==> config.mk <==
export PLATFORM = sky130hd
export DESIGN_NAME = id_ex_skid_stage
export DESIGN_NICKNAME = d
export VERILOG_FILES = /design/src/rtl/id_ex_skid_stage.sv
export SDC_FILE = /design/constraint.sdc
export NUM_CORES = 1
export LEC_CHECK = 0
export ABC_CLOCK_PERIOD_IN_PS = 2800
export CORE_AREA = 8 8 182 184
export CTS_CLUSTER_DIAMETER = 50
export DETAILED_ROUTE_END_ITERATION = 10
export DIE_AREA = 0 0 190 192
export DONT_BUFFER_PORTS = 1
export PLACE_DENSITY = 0.57
export SLEW_MARGIN = 0
export SYNTH_ARGS = -nofsm -noshare
export SYNTH_HDL_FRONTEND = slang
export SYNTH_SLANG_ARGS = --single-unit
==> constraint.sdc <==
create_clock -name clk -period 2.8 [get_ports clk]
set_input_delay 0.28 -clock clk [delete_from_list [all_inputs] [get_ports clk]]
set_output_delay 0.28 -clock clk [all_outputs]
set_load 0.02 [all_outputs]
==> src/rtl/id_ex_skid_stage.sv <==
// id_ex_skid_stage: elastic ID/EX pipeline register with a 2-entry skid buffer.
// The main entry drives out_*. The skid entry catches the one instruction that
// arrives in the cycle execute first stalls. This lets in_ready come straight
// from a register while the stage still sustains one instruction per cycle.
// Ports:
//   clk, reset      clock, synchronous active-high reset
//   flush           drop held and incoming instructions (redirect from EX)
//   in_valid/ready  upstream handshake; in_ready == !skid_valid (registered)
//   in_*            decoder control bundle plus operand/PC/immediate payload
//   out_valid/ready downstream handshake; out_valid == main entry valid
//   out_*           payload of the main entry; side-effect ctrl bits are 0 on a bubble
//   stall_cnt       saturating count of cycles with out_valid && !out_ready
module id_ex_skid_stage #(
    parameter int unsigned XLEN  = 32,
    parameter int unsigned CNT_W = 16
) (
    input  logic             clk,
    input  logic             reset,
    input  logic             flush,
    input  logic             in_valid,
    output logic             in_ready,
    input  logic [13:0]      in_ctrl,
    input  logic [XLEN-1:0]  in_pc,
    input  logic [XLEN-1:0]  in_rd1,
    input  logic [XLEN-1:0]  in_rd2,
    input  logic [XLEN-1:0]  in_imm,
    input  logic [4:0]       in_rs1,
    input  logic [4:0]       in_rs2,
    input  logic [4:0]       in_rd,
    input  logic [2:0]       in_funct3,
    input  logic             in_funct7b5,
    output logic             out_valid,
    input  logic             out_ready,
    output logic [13:0]      out_ctrl,
    output logic [XLEN-1:0]  out_pc,
    output logic [XLEN-1:0]  out_rd1,
    output logic [XLEN-1:0]  out_rd2,
    output logic [XLEN-1:0]  out_imm,
    output logic [4:0]       out_rs1,
    output logic [4:0]       out_rs2,
    output logic [4:0]       out_rd,
    output logic [2:0]       out_funct3,
    output logic             out_funct7b5,
    output logic [CNT_W-1:0] stall_cnt
);

    typedef struct packed {
        logic [13:0]     ctrl;
        logic [XLEN-1:0] pc;
        logic [XLEN-1:0] rd1;
        logic [XLEN-1:0] rd2;
        logic [XLEN-1:0] imm;
        logic [4:0]      rs1;
        logic [4:0]      rs2;
        logic [4:0]      rd;
        logic [2:0]      funct3;
        logic            funct7b5;
    } payload_t;

    // RegWrite, MemWrite, Branch, Jump: must never leak out of a bubble
    localparam logic [13:0]      SIDE_MASK = 14'h2049;
    localparam logic [CNT_W-1:0] CNT_MAX   = {CNT_W{1'b1}};

    payload_t         main_q;
    payload_t         skid_q;
    payload_t         in_pl;
    logic             main_valid;
    logic             skid_valid;
    logic [CNT_W-1:0] stall_cnt_q;
    logic             in_xfer;
    logic             load_main;

    assign in_pl = '{ctrl: in_ctrl, pc: in_pc, rd1: in_rd1, rd2: in_rd2, imm: in_imm,
                     rs1: in_rs1, rs2: in_rs2, rd: in_rd, funct3: in_funct3,
                     funct7b5: in_funct7b5};

    // in_ready is the inverted skid-valid register. It does not depend on out_ready.
    assign in_xfer   = in_valid && !skid_valid;
    assign load_main = !main_valid || out_ready;

    // Main/skid entries and stall counter.
    // Whenever the main entry turns into a bubble, the side-effect ctrl bits in
    // the register are cleared. This keeps out_ctrl a pure register output.
    always_ff @(posedge clk) begin
        if (reset) begin
            main_valid  <= 1'b0;
            skid_valid  <= 1'b0;
            main_q      <= '0;
            skid_q      <= '0;
            stall_cnt_q <= '0;
        end else begin
            if (flush) begin
                main_valid  <= 1'b0;
                skid_valid  <= 1'b0;
                main_q.ctrl <= main_q.ctrl & ~SIDE_MASK;
            end else if (load_main) begin
                if (skid_valid) begin
                    // Older skid entry drains first. in_ready was 0, so no new input arrives.
                    main_q     <= skid_q;
                    main_valid <= 1'b1;
                    skid_valid <= 1'b0;
                end else if (in_xfer) begin
                    main_q     <= in_pl;
                    main_valid <= 1'b1;
                end else begin
                    main_valid  <= 1'b0;
                    main_q.ctrl <= main_q.ctrl & ~SIDE_MASK;
                end
            end else if (in_xfer) begin
                skid_q     <= in_pl;
                skid_valid <= 1'b1;
            end

            if (main_valid && !out_ready && (stall_cnt_q != CNT_MAX)) begin
                stall_cnt_q <= stall_cnt_q + CNT_W'(1);
            end
        end
    end

    assign in_ready     = !skid_valid;
    assign out_valid    = main_valid;
    assign out_ctrl     = main_q.ctrl;
    assign out_pc       = main_q.pc;
    assign out_rd1      = main_q.rd1;
    assign out_rd2      = main_q.rd2;
    assign out_imm      = main_q.imm;
    assign out_rs1      = main_q.rs1;
    assign out_rs2      = main_q.rs2;
    assign out_rd       = main_q.rd;
    assign out_funct3   = main_q.funct3;
    assign out_funct7b5 = main_q.funct7b5;
    assign stall_cnt    = stall_cnt_q;

endmodule

==> results of run 1 <==
## cells in the mapped netlist (all sizes together), types with 2 or more instances
cell type and n:
clkbuf 63, or4 3, dfxtp 340, buf 67, nand2b 4, or3 5
o31ai 3, and3 19, and4 2, a21oi 183, nor2b 2, nor4 2
mux2i 148, nor3 11, inv 3, o21ai 5, nor2 169, and4b 2
nand2 325, a211oi 161, nand4 6, nand3 7
## worst reg2reg max path, stage by stage, from the launching register on
cell and delay (ps):
dfxtp_1 400, nor2b_1 170, buf_4 170, nor3_4 410, buf_12 380, nor2_1 170
a211oi_1 260, dlygate4sd3_1 600
## cell type report
class | count | area, µm² | area share
timing repair buffer | 300 | 3100 | 0.175
sequential | 340 | 6810 | 0.385
clock inverter | 6 | 37.5 | 0.00212
multi-input combinational | 1067 | 6020 | 0.340
antenna | 1 | 2.50 | 0.000141
clock buffer | 62 | 1220 | 0.0692
inverter | 3 | 11.3 | 0.000636
tap | 396 | 495 | 0.0280
## state kept, by name, indices dropped and copies added, names as in the netlist
register and count:
out_valid 1, skid_q 161, out_pc 32, out_rd1 32
stall_cnt 16, skid_valid 1, out_rd2 32, out_ctrl 14
out_rs1 5, out_funct3 3, out_rd 5, out_imm 32
out_funct7b5 1, out_rs2 5
## path summary, 6_finish.rpt
path,start,endpoint,depth (start not counted)
setup / recovery,out_valid$_SDFFE_PP0P_,out_rs2[0]$_SDFFE_PP0P_,7
hold / removal,in_rd1[13],out_rd1[13]$_SDFFE_PP0P_,2
hold reg to reg,skid_q[106]$_SDFFE_PP0P_,skid_q[106]$_SDFFE_PP0P_,2
setup reg to reg,out_valid$_SDFFE_PP0P_,out_rs2[0]$_SDFFE_PP0P_,7
## per-stage QoR
stage,power (W),setup slack (ps)
floorplan,0.00584,964
global placement,0.00590,757
detailed placement,0.00592,727
CTS,0.0111,195
global route,0.0114,16.5
finish,0.0110,181
## kinds of logic after synthesis
| group | count (synthesis) | synth area share |
|---|---|---|
| buffers and inverters | 133 | 0.0426 |
| multiplexers | 149 | 0.112 |
| flip-flops | 340 | 0.509 |
| adder cells (fa/ha/maj) | 1 | 0.000935 |
| AO/OA/AOI/OAI | 358 | 0.166 |
| AND/OR/NAND/NOR | 559 | 0.170 |
## power groups by stage
stage,Sequential [W],Combinational (W),Clock (W)
2_1_floorplan,0.00540,0.000438,0
3_3_place_gp,0.00548,0.000427,0
3_5_place_dp,0.00548,0.000440,0
4_1_cts,0.00537,0.000703,0.00506
5_1_grt,0.00539,0.000790,0.00526
6_report,0.00536,0.000707,0.00493
## layer usage
layer	GRT usage	routed length (µm)	up-vias	share of wire
li1	-	-	5783	-
met1	0.251	16300	5312	0.41
met2	0.332	18200	329	0.46
met3	0.0808	4090	77	0.10
met4	0.0704	1140	0	0.029
met5	0	0	-	0
==> out/qor.yml, run 1 <==
layout:
  fillers: 2659
  drive_gt1_frac: 0.0495
  design_area_um2: 17700
  area_growth_pct: 32.3
  final_cell_count_no_fill: 2175
  final_util: 0.586
  layout_commonest_cell: "dfxtp_1"
  final_nets: 1918
  final_cell_mix: "dfxtp_1, nand2_1, dlygate4sd3_1"
clocking:
  cts_resized: 0
  clockBufferDepth: 3
  cts_tree: "built"
  cts_sinks: 340
  postCtsSetupBuffers: 0
  cts-root-buf: "clkbuf_16"
  cts_buffers: 39
  cts_hold_buf: 281
  clkLatencyLatePin_ps: 510
  cts.reportedPaths.clkPinSlew_ps: 60
  cts.htree.levels: 2
global_routing:
  grt_max_degree: 200
  grt_pass1_wl_um: 62000
  overflow: 0
  antenna_found_initial: 1
  track_usage: 0.207
  grt_pass1_vias: 11100
place:
  dp.cells: 1825
  place_area_um2: 13600
  dpl.hpwl_um: 22800
  io_buffer_count: 0
  gp_congestion: 0.753
yosys:
  synth_seq_area_share: 0.509
  synth_area_um2: 13400
  yosysTopAreaCell: "dfxtp_1"
  synth-edff-count: 0
  netlist_top_cells_area: "dfxtp_1, mux2i_1, nand2_1"
  syn_nets: 1707
  yosysTopAreaCellShare: 0.509
  synthArstFlopShare: 0
  ys_types: 36
  yosys_warnings: 0
  syn_inst: 1540
  synth-main-ff-cell: "dfxtp_1"
  avgSynthCellArea_um2: 8.69
  ys_ff_latch: 340
route:
  first_pass_iters: 5
  routed_wl_um: 39800
  drt-initial-drc-count: 624
  wl_per_cell_um: 18.3
  viasPerCell: 5.29
  drc_errors: 0
  vias: 11500
  ant_nets: 0
power_and_ir_drop:
  p_comb_frac: 0.064
  p_switching_w: 0.00262
  power_density_nw_per_um2: 622
  ir_drop_uv: 501
  cellLeakagePower_nw: 6.41
  swShare: 0.238
  pwr-share-seq: 0.488
  pwr-share-clk: 0.448
  p_int_w: 0.00838
floorplan:
  ios: 345
  core_area_um2: 30200
  die_area_um2: 36500
  row_count: 64
  initial_core_util: 0.443
  dieHeight_um: 192
  die_x_um: 190
worst_setup_path:
  startpoint_type: "flop"
  cp_max_fo: 103
  cp-end-kind: "flop"
  cp_data_required_time_ps: 3250
  cp_top_family: "buffers and inverters"
  slowest_delay_ps: 600
  cp_data_arrival_time_ps: 3070
  path_buf_inv: 3
  rrSetupSlack_ps: 180
  crit_chain: "nor2b_1 > buf_4 > nor3_4 > buf_12 > nor2_1 > a211oi_1 > dlygate4sd3_1"
  crit_type: "flop to flop"
  crit_slowest_cell: "dlygate4sd3_1"
timing:
  tightest_slew_ps: 1060
  period_minus_slack_ps: 2620
  timing.fmax_mhz: 382
  hold_viol: 0
  final-setup-viol-count: 0
  period_share: 0.935
  finalSetupTns_ps: 0
  drv_slew: 0
  slew_headroom: 0.294
  finClkSkew_ps: 6.83
  hold_slack_ps: 9.11
  grt_setup_unrepaired: "no"
hold_path:
  min_path_type: "primary input to flop"
job:
  max-cap-violations: 0
outcome:
  status: "complete, no violations"
Power figures use the tool's default switching activity.
==> run 2: changes to the inputs <==
Settings changed: CORE_AREA 8 8 182 184 to 8 8 159 161, DIE_AREA 0 0 190 192 to 0 0 167 169, HOLD_SLACK_MARGIN from default to 0.08, PLACE_DENSITY 0.57 to 0.73.
==> out/qor.yml, run 2 (synthesized netlist as in run 1, its figures left out) <==
place:
  gp_congestion: 0.788  # +4.7%
  place_area_um2: 13400  # -1.3%
  dp.cells: 1715  # -6.0%
  io_buffer_count: 0  # unchanged
  dpl.hpwl_um: 21200  # -7.3%
worst_setup_path:
  r2r-end: "out_ctrl[10]$_SDFFE_PP0P_"
  cp_max_fo: 57  # -45%
  cp_data_required_time_ps: 3240  # about the same
  cp-end-kind: "flop"
  r2r_start: "out_valid$_SDFFE_PP0P_"
  startpoint_type: "flop"
  reg2reg_depth: 7  # unchanged
  cp_data_arrival_time_ps: 3060  # about the same
  rrSetupSlack_ps: 180  # about the same
  crit_type: "flop to flop"
timing:
  slew_headroom: 0.588  # +0.295
  finClkSkew_ps: 11.0  # +4.20 ps
  tightest_slew_ps: 618  # -442 ps
  final-setup-viol-count: 0  # unchanged
  drv_slew: 0  # unchanged
  period_minus_slack_ps: 2620  # -0.453 ps
  timing.fmax_mhz: 382  # about the same
  hold_viol: 0  # unchanged
  finalSetupTns_ps: 0  # unchanged
  period_share: 0.935  # about the same
  grt_setup_unrepaired: "no"
global_routing:
  grt_pass1_wl_um: 64000  # +3.1%
  track_usage: 0.273  # +0.0660
  grt_max_degree: 206  # +3.0%
  grt_pass1_vias: 12200  # +9.3%
  antenna_found_initial: 4  # +3
  overflow: 0  # unchanged
clocking:
  cts_sinks: 340  # unchanged
  cts_buffers: 36  # -7.7%
  cts.reportedPaths.clkPinSlew_ps: 60  # about the same
  clockBufferDepth: 3  # unchanged
  cts-root-buf: "clkbuf_16"
  clkLatencyLatePin_ps: 500  # about the same
  cts_tree: "built"
  cts.htree.levels: 2  # unchanged
  postCtsSetupBuffers: 0  # unchanged
outcome:
  status: "complete, no violations"
layout:
  regMostFlops: "skid_q"
  fillers: 1375  # -48%
  final_cell_mix: "dfxtp_1, nand2_1, dlygate4sd3_1"
  final_nets: 1941  # +1.2%
  design_area_um2: 17700  # about the same
  largest_reg_flops: 161  # unchanged
  drive_gt1_frac: 0.0440  # -0.00551
  area_growth_pct: 32.3  # about the same
  final_cell_count_no_fill: 2090  # -3.9%
  layout_commonest_cell: "dfxtp_1"
route:
  first_pass_iters: 5  # unchanged
  wl_per_cell_um: 19.5  # +6.4%
  routed_wl_um: 40700  # +2.3%
  viasPerCell: 5.86  # +11%
  vias: 12200  # +6.5%
  drt-initial-drc-count: 977  # +57%
  ant_nets: 0  # unchanged
  drc_errors: 0  # unchanged
hold_path:
  hold-path-cell-count: 2  # unchanged
  min_to: "out_pc[20]$_SDFFE_PP0P_"
  min_path_type: "primary input to flop"
  holdCritStartpoint: "in_pc[20]"
power_and_ir_drop:
  ir_drop_uv: 597  # +19%
  cellLeakagePower_nw: 6.49  # +1.2%
  power_density_nw_per_um2: 604  # -2.8%
floorplan:
  die_area_um2: 28200  # -23%
  die_x_um: 167  # -12%
  dieHeight_um: 169  # -12%
  row_count: 56  # -13%
  initial_core_util: 0.584  # +0.141
  ios: 345  # unchanged
  core_area_um2: 22900  # -24%
job:
  max-cap-violations: 0  # unchanged
[run 2: how the worst max path moves through the flow]
stage	start	endpoint	slack [ps]	cells after the start
final	out_valid$_SDFFE_PP0P_	out_ctrl[10]$_SDFFE_PP0P_	180	7
after global routing	out_valid$_SDFFE_PP0P_	out_ctrl[10]$_SDFFE_PP0P_	50	7
after CTS	out_valid$_SDFFE_PP0P_	skid_q[102]$_SDFFE_PP0P_	330	7
after detailed placement	stall_cnt[0]$_SDFFE_PP0P_	stall_cnt[10]$_SDFFE_PP0P_	720	5
after global placement	stall_cnt[0]$_SDFFE_PP0P_	stall_cnt[10]$_SDFFE_PP0P_	770	5
after floorplan	stall_cnt[0]$_SDFFE_PP0P_	stall_cnt[10]$_SDFFE_PP0P_	960	5
[run 2: layout make-up]
class,instances,area [µm²],area share
Antenna cell,4,10.0,0.000565
Tap cell,290,363,0.0205
Inverter,3,11.3,0.000636
Timing Repair Buffer,326,3360,0.190
Clock buffer,51,1060,0.0598
Clock inverter,9,73.8,0.00417
Multi-Input combinational cell,1067,6020,0.340
Sequential cell,340,6810,0.385
[run 2: power breakdown]
group          internal, W  switching, W
Clock              0.00271       0.00187
Sequential         0.00502      0.000349
Combinational     0.000379      0.000368
[run 2: worst max-delay path, cell delays in order, from the launching register on]
cell and delay, ps:
dfxtp_1 400, nor2b_1 210, nor3_4 280, buf_12 280, buf_4 360, nor2_1 120, a211oi_1 290, dlygate4sd3_1 590
[run 2: repair_timing]
action	in CTS	in global routing
hold endpoints to repair	340	0
endpoints found under the setup margin	0	0
resized for setup	0	0
hold buffers	311	0
[run 2: stage by stage]
step	worst slack [ps]	utilization	total power, W	hold slack, ps
after detailed placement	720	0.586	0.00591	377
after global placement	771	0.586	0.00589	376
after global routing	54.9	0.772	0.0110	90.6
final	182	0.773	0.0107	86.9
after CTS	329	0.772	0.0107	80.9
after floorplan	964	-	0.00584	416
[run 2: metal layers]
metal	share of wire	track usage	vias to the layer above
li1	-	-	5812
met1	0.37	0.300	5778
met2	0.48	0.454	512
met3	0.10	0.106	143
met4	0.050	0.144	2
met5	0.00032	0	-
==> run 3: changes to the inputs <==
Settings changed: CORE_AREA 8 8 159 161 to 8 8 232 145, DIE_AREA 0 0 167 169 to 0 0 240 153, PLACE_DENSITY 0.73 to 0.57.
==> out/qor.yml, run 3 (synthesized netlist as in run 1, its figures left out) <==
timing:
  layout_setup_ws_ps: 184  # +2.16 ps
  slew_headroom: 0.548  # -0.0403
  tightest_slew_ps: 678  # +60.5 ps
  finClkSkew_ps: 12.5  # +1.45 ps
  period_share: 0.934  # about the same
  period_minus_slack_ps: 2620  # -2.16 ps
  grt_setup_unrepaired: "no"
  final-setup-viol-count: 0  # unchanged
  timing.fmax_mhz: 382  # about the same
  finalSetupTns_ps: 0  # unchanged
  hold_viol: 0  # unchanged
  drv_slew: 0  # unchanged
place:
  dp.cells: 1840  # +7.3%
  gp_congestion: 0.769  # -2.4%
  io_buffer_count: 0  # unchanged
  dp_slack_ps: 674  # -45.2 ps
  dpl.hpwl_um: 23400  # +10%
global_routing:
  grt_max_degree: 202  # -1.9%
  grt_pass1_vias: 11100  # -8.9%
  antenna_found_initial: 0  # -4
  grt_pass1_wl_um: 63400  # -0.92%
  overflow: 0  # unchanged
  track_usage: 0.210  # -0.0629
clocking:
  clockBufferDepth: 3  # unchanged
  cts-root-buf: "clkbuf_16"
  cts.reportedPaths.clkPinSlew_ps: 60  # about the same
  postCtsSetupBuffers: 0  # unchanged
  cts_resized: 0  # unchanged
  cts_buffers: 35  # -2.8%
  cts_sinks: 340  # unchanged
  cts_tree: "built"
  cts_hold_buf: 290  # -6.8%
  clkLatencyLatePin_ps: 520  # +20 ps
  cts.htree.levels: 2  # unchanged
floorplan:
  core_area_um2: 30400  # +33%
  ios: 345  # unchanged
  row_count: 50  # -11%
  initial_core_util: 0.440  # -0.144
  die_x_um: 240  # +44%
  die_area_um2: 36700  # +30%
  dieHeight_um: 153  # -9.5%
power_and_ir_drop:
  power_density_nw_per_um2: 619  # +2.5%
  ir_drop_uv: 400  # -33%
  cellLeakagePower_nw: 6.40  # -1.4%
  p_total_w: 0.0110  # +2.6%
layout:
  final_cell_mix: "dfxtp_1, nand2_1, dlygate4sd3_1"
  final_util: 0.583  # -0.190
  drive_gt1_frac: 0.0450  # +0.00103
  layout_commonest_cell: "dfxtp_1"
  regMostFlops: "skid_q"
  final_nets: 1918  # -1.2%
  largest_reg_flops: 161  # unchanged
  final_cell_count_no_fill: 2193  # +4.9%
  area_growth_pct: 32.4  # about the same
  diodes: 0  # -4
worst_setup_path:
  cp_max_fo: 101  # +77%
  cp_data_required_time_ps: 3250  # about the same
  cp_data_arrival_time_ps: 3070  # about the same
  crit_type: "flop to flop"
  reg2reg_depth: 7  # unchanged
  startpoint_type: "flop"
  cp-end-kind: "flop"
hold_path:
  min_path_type: "primary input to flop"
  hold-path-cell-count: 3  # +1
route:
  first_pass_iters: 5  # unchanged
  wl_per_cell_um: 18.6  # -4.6%
  drc_errors: 0  # unchanged
  ant_nets: 0  # unchanged
  vias: 11600  # -5.7%
  viasPerCell: 5.27  # -10%
  drt-initial-drc-count: 743  # -24%
  routed_wl_um: 40700  # about the same
outcome:
  status: "complete, no violations"
job:
  max-cap-violations: 0  # unchanged
run 3: routing by layer:
| layer | track usage | vias to the layer above | part of all wire |
|---|---|---|---|
| met1 | 0.264 | 5463 | 0.43 |
| li1 | - | 5766 | - |
| met5 | 0 | - | 0 |
| met4 | 0.0553 | 0 | 0.021 |
| met3 | 0.0673 | 67 | 0.077 |
| met2 | 0.345 | 257 | 0.48 |
run 3: metrics by stage:
| step | hold WS [ps] | cell area (µm²) |
|---|---|---|
| after global routing | 129 | 17700 |
| after detailed placement | 385 | 13600 |
| after CTS | 86.6 | 17700 |
| after floorplan | 416 | 13400 |
| final | 112 | 17700 |
| after global placement | 377 | 13600 |
run 3: final cells by class:
type                    instances  area (µm²)
clock buffers                  51        1050
clock inverters                12         156
fillers                      2679       12700
inverters                       3        11.3
multi-input cells            1067        6020
flip-flops and latches        340        6810
well taps                     416         520
repair buffers                304        3150
run 3: worst paths after layout:
check	start	slack, ps	end
max	out_valid$_SDFFE_PP0P_	180	skid_q[102]$_SDFFE_PP0P_
min	in_valid	110	out_ctrl[13]$_SDFFE_PP0P_
max reg2reg	out_valid$_SDFFE_PP0P_	180	skid_q[102]$_SDFFE_PP0P_
min reg2reg	skid_q[47]$_SDFFE_PP0P_	450	skid_q[47]$_SDFFE_PP0P_
run 3: where the power goes:
part           leakage (nW)  total [W]  switching [W]  internal (W)
sequential             2.77    0.00536       0.000350       0.00501
clock                 0.589    0.00488        0.00197       0.00290
combinational          3.04   0.000730       0.000348      0.000382
run 3: critical path, cell delays in order (launching register included):
cell,delay [ps]
dfxtp_1,480
nor2b_1,310
buf_4,230
and3_4,230
buf_12,370
nand2_1,100
a21oi_1,170
dlygate4sd3_1,600
